`config.mk`:
```
export PLATFORM = sky130hd
export DESIGN_NAME = frequency_generator_flat
export DESIGN_NICKNAME = d
export VERILOG_FILES = /design/src/rtl/frequency_generator_if.sv /design/src/rtl/frequency_generator.sv /design/src/flat_wrapper.sv
export SDC_FILE = /design/constraint.sdc
export NUM_CORES = 1
export LEC_CHECK = 0
export BUFFER_PORTS_ARGS = -buffer_cell sky130_fd_sc_hd__buf_2
export CAP_MARGIN = 20
export CORE_ASPECT_RATIO = 1.2
export CORE_MARGIN = 3
export CORE_UTILIZATION = 31
export DETAILED_ROUTE_END_ITERATION = 8
export PLACE_DENSITY = 0.54
export SLEW_MARGIN = 20
export SYNTH_ARGS = -nofsm -noshare
export SYNTH_HDL_FRONTEND = slang
export SYNTH_SLANG_ARGS = --single-unit
```
`constraint.sdc`:
```
create_clock -name CLK -period 1.5 [get_ports CLK]
set_clock_uncertainty 0.05 [all_clocks]
set_input_delay 0.075 -clock CLK [delete_from_list [all_inputs] [get_ports CLK]]
set_output_delay 0.075 -clock CLK [all_outputs]
set_load 0.005 [all_outputs]
```
`src/rtl/frequency_generator_if.sv`:
```
// Period/enable handshake and generated-output bundle for frequency_generator.
// PERIOD_IN is unsigned fixed point: upper COUNTER_BITS integer, lower FRAC_BITS fraction.
interface frequency_generator_if #(
  parameter int COUNTER_BITS = 14,
  parameter int FRAC_BITS    = 3
);
  logic [COUNTER_BITS+FRAC_BITS-1:0] PERIOD_IN;
  logic                              PERIOD_VALID;
  logic                              PERIOD_READY;
  logic                              ENABLE;
  logic                              FREQ_OUT;
  logic                              EDGE_FLAG;
  logic                              BUSY;

  modport master (
    output PERIOD_IN, PERIOD_VALID, ENABLE,
    input  PERIOD_READY, FREQ_OUT, EDGE_FLAG, BUSY
  );

  modport slave (
    input  PERIOD_IN, PERIOD_VALID, ENABLE,
    output PERIOD_READY, FREQ_OUT, EDGE_FLAG, BUSY
  );
endinterface

```
`src/rtl/frequency_generator.sv`:
```
// Square-wave generator with fixed-point half-period and a one-deep pending period buffer.
// Define FREQUENCY_GENERATOR_FRAC_EN to enable fractional half-period accumulation.
//
// state    | meaning
// IDLE     | output low, waiting for ENABLE and a known period
// RUN      | counting half-periods, toggling FREQ_OUT
// STOPPING | one cycle of cleanup back to IDLE
module frequency_generator #(
  parameter int COUNTER_BITS = 14,
  parameter int FRAC_BITS    = 3
) (
  input logic                  CLK,
  input logic                  RESETN,
  frequency_generator_if.slave bus
);
  localparam int W = COUNTER_BITS + FRAC_BITS;
  localparam logic [1:0] S_IDLE = 2'd0;
  localparam logic [1:0] S_RUN  = 2'd1;
  localparam logic [1:0] S_STOP = 2'd2;

  logic [1:0]              r_rst_sync;
  logic                    w_rst_n;
  logic [1:0]              r_state;
  logic [W-1:0]            r_active;
  logic [W-1:0]            r_pending;
  logic                    r_pend_vld;
  logic                    r_active_vld;
  logic [COUNTER_BITS-1:0] r_cnt;
  logic                    r_freq;
  logic                    r_edge;

  logic                    w_take;
  logic                    w_start;
  logic                    w_stop_now;
  logic                    w_tc;
  logic                    w_toggle;
  logic [W-1:0]            w_src;
  logic [COUNTER_BITS-1:0] w_int;
  logic [COUNTER_BITS-1:0] w_base_len;
  logic [COUNTER_BITS-1:0] w_load;

  // Reset asserts immediately but releases only on a clock edge.
  always_ff @(posedge CLK or negedge RESETN) begin
    if (!RESETN) r_rst_sync <= 2'b00;
    else         r_rst_sync <= {r_rst_sync[0], 1'b1};
  end
  assign w_rst_n = r_rst_sync[1];

  assign w_take     = bus.PERIOD_VALID && !r_pend_vld;
  assign w_start    = bus.ENABLE && (r_pend_vld || r_active_vld);
  assign w_stop_now = !bus.ENABLE && !r_freq;
  assign w_tc       = (r_cnt == COUNTER_BITS'(1));
  assign w_toggle   = w_tc && !w_stop_now;
  // A pending period always wins: it is consumed at the same edge its reload is computed.
  assign w_src      = r_pend_vld ? r_pending : r_active;
  assign w_int      = w_src[W-1:FRAC_BITS];
  assign w_base_len = (w_int < COUNTER_BITS'(2)) ? COUNTER_BITS'(2) : w_int;

`ifdef FREQUENCY_GENERATOR_FRAC_EN
  logic [FRAC_BITS-1:0] r_acc;
  logic [FRAC_BITS-1:0] w_acc_base;
  logic [FRAC_BITS-1:0] w_acc_next;
  logic                 w_carry;

  assign w_acc_base = (r_state == S_IDLE) ? '0 : r_acc;
  assign {w_carry, w_acc_next} = {1'b0, w_acc_base} + {1'b0, w_src[FRAC_BITS-1:0]};
  assign w_load = w_base_len + COUNTER_BITS'(w_carry);

  always_ff @(posedge CLK or negedge w_rst_n) begin
    if (!w_rst_n)
      r_acc <= '0;
    else if (r_state == S_STOP)
      r_acc <= '0;
    else if ((r_state == S_IDLE && w_start) || (r_state == S_RUN && w_toggle))
      r_acc <= w_acc_next;
  end
`else
  logic w_unused_frac;
  assign w_unused_frac = ^w_src[FRAC_BITS-1:0];
  assign w_load        = w_base_len;
`endif

  always_ff @(posedge CLK or negedge w_rst_n) begin
    if (!w_rst_n) begin
      r_state      <= S_IDLE;
      r_active     <= '0;
      r_pending    <= '0;
      r_pend_vld   <= 1'b0;
      r_active_vld <= 1'b0;
      r_cnt        <= '0;
      r_freq       <= 1'b0;
      r_edge       <= 1'b0;
    end else begin
      r_edge <= 1'b0;
      if (w_take) begin
        r_pending  <= bus.PERIOD_IN;
        r_pend_vld <= 1'b1;
      end
      case (r_state)
        S_IDLE: begin
          if (w_start) begin
            r_state      <= S_RUN;
            r_active     <= w_src;
            r_active_vld <= 1'b1;
            r_cnt        <= w_load;
            if (r_pend_vld) r_pend_vld <= 1'b0;
          end
        end
        S_RUN: begin
          if (w_stop_now) begin
            r_state <= S_STOP;
          end else if (w_tc) begin
            r_freq <= !r_freq;
            r_edge <= 1'b1;
            r_cnt  <= w_load;
            if (r_pend_vld) begin
              r_active   <= r_pending;
              r_pend_vld <= 1'b0;
            end
            if (r_freq && !bus.ENABLE) r_state <= S_STOP;
          end else begin
            r_cnt <= r_cnt - COUNTER_BITS'(1);
          end
        end
        S_STOP: begin
          r_state <= S_IDLE;
          r_freq  <= 1'b0;
          r_cnt   <= '0;
        end
        default: r_state <= S_IDLE;
      endcase
    end
  end

  assign bus.PERIOD_READY = !r_pend_vld;
  assign bus.FREQ_OUT     = r_freq;
  assign bus.EDGE_FLAG    = r_edge;
  assign bus.BUSY         = (r_state != S_IDLE);
endmodule

```
`src/flat_wrapper.sv`:
```
// flat-port wrapper written by rule: the top's interface ports become plain ports
module frequency_generator_flat 
#(
  parameter int COUNTER_BITS = 14,
  parameter int FRAC_BITS    = 3
)
  (CLK, RESETN, bus_PERIOD_IN, bus_PERIOD_VALID, bus_ENABLE, bus_PERIOD_READY, bus_FREQ_OUT, bus_EDGE_FLAG, bus_BUSY);
  frequency_generator_if #(.COUNTER_BITS(COUNTER_BITS), .FRAC_BITS(FRAC_BITS)) bus_i ();
  input logic CLK;
  input logic RESETN;
  input wire logic [$bits(bus_i.PERIOD_IN)-1:0] bus_PERIOD_IN;
  input wire logic [$bits(bus_i.PERIOD_VALID)-1:0] bus_PERIOD_VALID;
  input wire logic [$bits(bus_i.ENABLE)-1:0] bus_ENABLE;
  output wire logic [$bits(bus_i.PERIOD_READY)-1:0] bus_PERIOD_READY;
  output wire logic [$bits(bus_i.FREQ_OUT)-1:0] bus_FREQ_OUT;
  output wire logic [$bits(bus_i.EDGE_FLAG)-1:0] bus_EDGE_FLAG;
  output wire logic [$bits(bus_i.BUSY)-1:0] bus_BUSY;
  assign bus_i.PERIOD_IN = bus_PERIOD_IN;
  assign bus_i.PERIOD_VALID = bus_PERIOD_VALID;
  assign bus_i.ENABLE = bus_ENABLE;
  assign bus_PERIOD_READY = bus_i.PERIOD_READY;
  assign bus_FREQ_OUT = bus_i.FREQ_OUT;
  assign bus_EDGE_FLAG = bus_i.EDGE_FLAG;
  assign bus_BUSY = bus_i.BUSY;
  frequency_generator #(.COUNTER_BITS(COUNTER_BITS), .FRAC_BITS(FRAC_BITS)) u_core (.CLK(CLK), .RESETN(RESETN), .bus(bus_i));
endmodule
```
==> results.cfg <==
[routing]
via_per_inst = 5.103
drc = 0
dr.pass1.iters = 4
routed_wirelength_um = 8465
vias = 2582
drt_iter0_drc = 103
ant_nets = 0
avgRoutedWirePerCell_um = 16.73

[critical_path]
timing.rr.start = u_core.r_cnt[1]$_DFFE_PN0P_
regToRegSetupSlack_ns = -0.56
cp-start-kind = register
cp.required_ns = 1.65
path_class = register to register
worst_ep_arrival_time_ns = 2.20
worstSetupEndpointType = register
crit_start = u_core.r_cnt[1]$_DFFE_PN0P_
crit_fanout = 5

[grt]
antenna_found_initial = 0
grt_pass1_wl_um = 13150
grt_max_degree = 49
grtUsageTotal_pct = 16.69
first_global_vias = 2691
overflow = 0

[floorplan]
fp-row-count = 36
start_util_pct = 32.72
pin_count = 25
core_um2 = 8333
die_area_um2 = 9961
die_h_um = 108.7
die_w_um = 91.61

[timing]
rsz0062_at_grt = yes
finalWorstSetupSlack_ns = -0.5565
hold_violations = 0
finalCritPeriodShare_pct = 137.1
slew_viol_final = 0
min_period_ns = 2.056
fmax_mhz = 486.3
setup_violations = 47

[clock_network]
cts-root-buf = clkbuf_8
cts_tree = built
clkSinkCount = 50
clk_path_buf_depth = 2
cts_made_buffers = 5
clock_latency_ns = 0.31
clk_pin_slew_worst_paths_ns = 0.10
h-tree-depth = 2

[synth]
syn_nets = 280
seq_area_frac_synth_pct = 45.89
ys_async_sr_fraction_pct = 100.0
dominantRegCellSynth = dfrtp_1
synth_seq_cells = 50
synthCells = 252
synth_cell_type_count = 53
avgSynthCellArea_um2 = 10.82
yosysWarnings = 0
synth.cell_area_um2 = 2726
synth_edf_count = 0

[layout]
final_core_util_pct = 54.67
antenna_cells = 0
final_common_cell = buf_4
nets = 419
layout-drive-gt1-share_pct = 60.71
area_growth_pct = 67.10
fin_cells = 506
final_cell_mix = buf_4 (89), dfrtp_1 (44), buf_2 (20)

[job]
drv_cap = 0

[placement]
hpwl_um = 5253
pre_cts_slack_ns = -0.5328
placed_cells = 465
io_buffers = 21
gp_congestion = 0.8711

[pwr]
ir_drop_mv = 1.061
powerDensity_nw_per_um2 = 2411
leakagePower_nw = 2.014

[status]
outcome = finished with violations
violations = setup timing

[worst_hold_path]
hold_path.class = input port to asynchronous set/reset pin
area by class of cell:
cell class / count / area (um^2)
flip-flops and latches: 50 / 1259
multi-input cells: 181 / 1799
clock inverters: 2 / 37.54
clock buffers: 6 / 72.57
fillers: 707 / 3777
well taps: 114 / 142.6
inverters: 8 / 32.53
repair buffers: 145 / 1212
power by group:
group / internal (mW) / total, mW / leakage (nW) / switching, mW
clock network: 0.498 / 0.973 / 0.0514 / 0.474
registers: 1.98 / 2.45 / 0.599 / 0.476
logic: 4.10 / 7.56 / 1.36 / 3.46
stage by stage:
stage	hold slack, ns	total power, mW	area, um^2	TNS [ns]
detailed placement	-0.1847	8.160	3727	-17.57
global placement	-0.1900	8.091	3727	-16.55
CTS	0.01826	9.916	4240	-16.64
floorplan	-0.2706	5.600	2865	-11.26
finish	0.02021	10.98	4556	-16.37
global route	0.02955	11.65	4556	-20.15
metal layers:
metal | GRT usage (%) | share of wire, %
met4 | 4.741 | 3.0
met3 | 2.208 | 2.5
met5 | 0 | 0
met1 | 19.83 | 40
met2 | 31.33 | 54
synthesized netlist by cell type (3+ instances only):
cell       n  area [um^2]
dfrtp_1   50         1251
mux2_2    34        382.9
o21ai_0   21        105.1
nor2_1    15        56.30
a21oi_1   11        55.05
nor3_1    11        55.05
nand2_1    9        33.78
inv_1      8        30.03
mux2i_1    8        80.08
clkbuf_1   7        26.28
ha_1       7        87.58
nand3_1    5        25.02
a22o_1     4        35.03
nor4_1     4        25.02
or4_1      4        30.03
buf_2      3        15.01
nand4_1    3        18.77
nor3_2     3        30.03
or3_1      3        18.77
path summary, 6_finish.rpt:
path / end / cells past startpoint
hold / removal: u_core.r_rst_sync[0]$_DFF_PN0_ / 2
max in group asynchronous: u_core.r_cnt[0]$_DFFE_PN0P_ / 1
setup / recovery: u_core.r_cnt[13]$_DFFE_PN0P_ / 8
setup reg to reg: u_core.r_cnt[13]$_DFFE_PN0P_ / 8
min in group CLK: u_core.bus.FREQ_OUT$_DFFE_PN0P_ / 3
hold reg to reg: u_core.r_state[1]$_DFFE_PN0P_ / 1
flip-flops by register name (all words and copies together) (netlist names):
name,count
u_core.r_active_vld,1
u_core.bus.FREQ_OUT,1
u_core.r_pending,14
u_core.r_active,14
u_core.bus.EDGE_FLAG,1
u_core.r_state,2
u_core.r_pend_vld,1
u_core.r_cnt,14
u_core.r_rst_sync,2
repair_timing:
item | CTS | global route
gates resized for setup | 54 | 58
pin swaps | 13 | 22
hold endpoints to repair | 16 | 0
gates cloned | 3 | 1
setup endpoints to repair | 48 | 48
setup buffers | 6 | 15
hold buffers | 15 | 0
critical path, cell delays in order, from the launching register on:
cell and delay [ns]:
dfrtp_1 0.40, inv_2 0.08, ha_4 0.13, or4b_4 0.48, o41ai_4 0.31, buf_4 0.23, nor4_2 0.05, o21ai_1 0.15
nand2_1 0.06
logic make-up after synthesis:
family	count (synthesis)	share of synthesized area, %
AO/OA/AOI/OAI	60	15.28
XOR/XNOR	1	0.3213
adder cells (fa/ha/maj)	7	3.212
buffers and inverters	21	3.350
flip-flops	50	45.89
multiplexers	42	16.98
other	1	0.1375
AND/OR/NAND/NOR	70	14.82
Power figures use the tool's default switching activity.
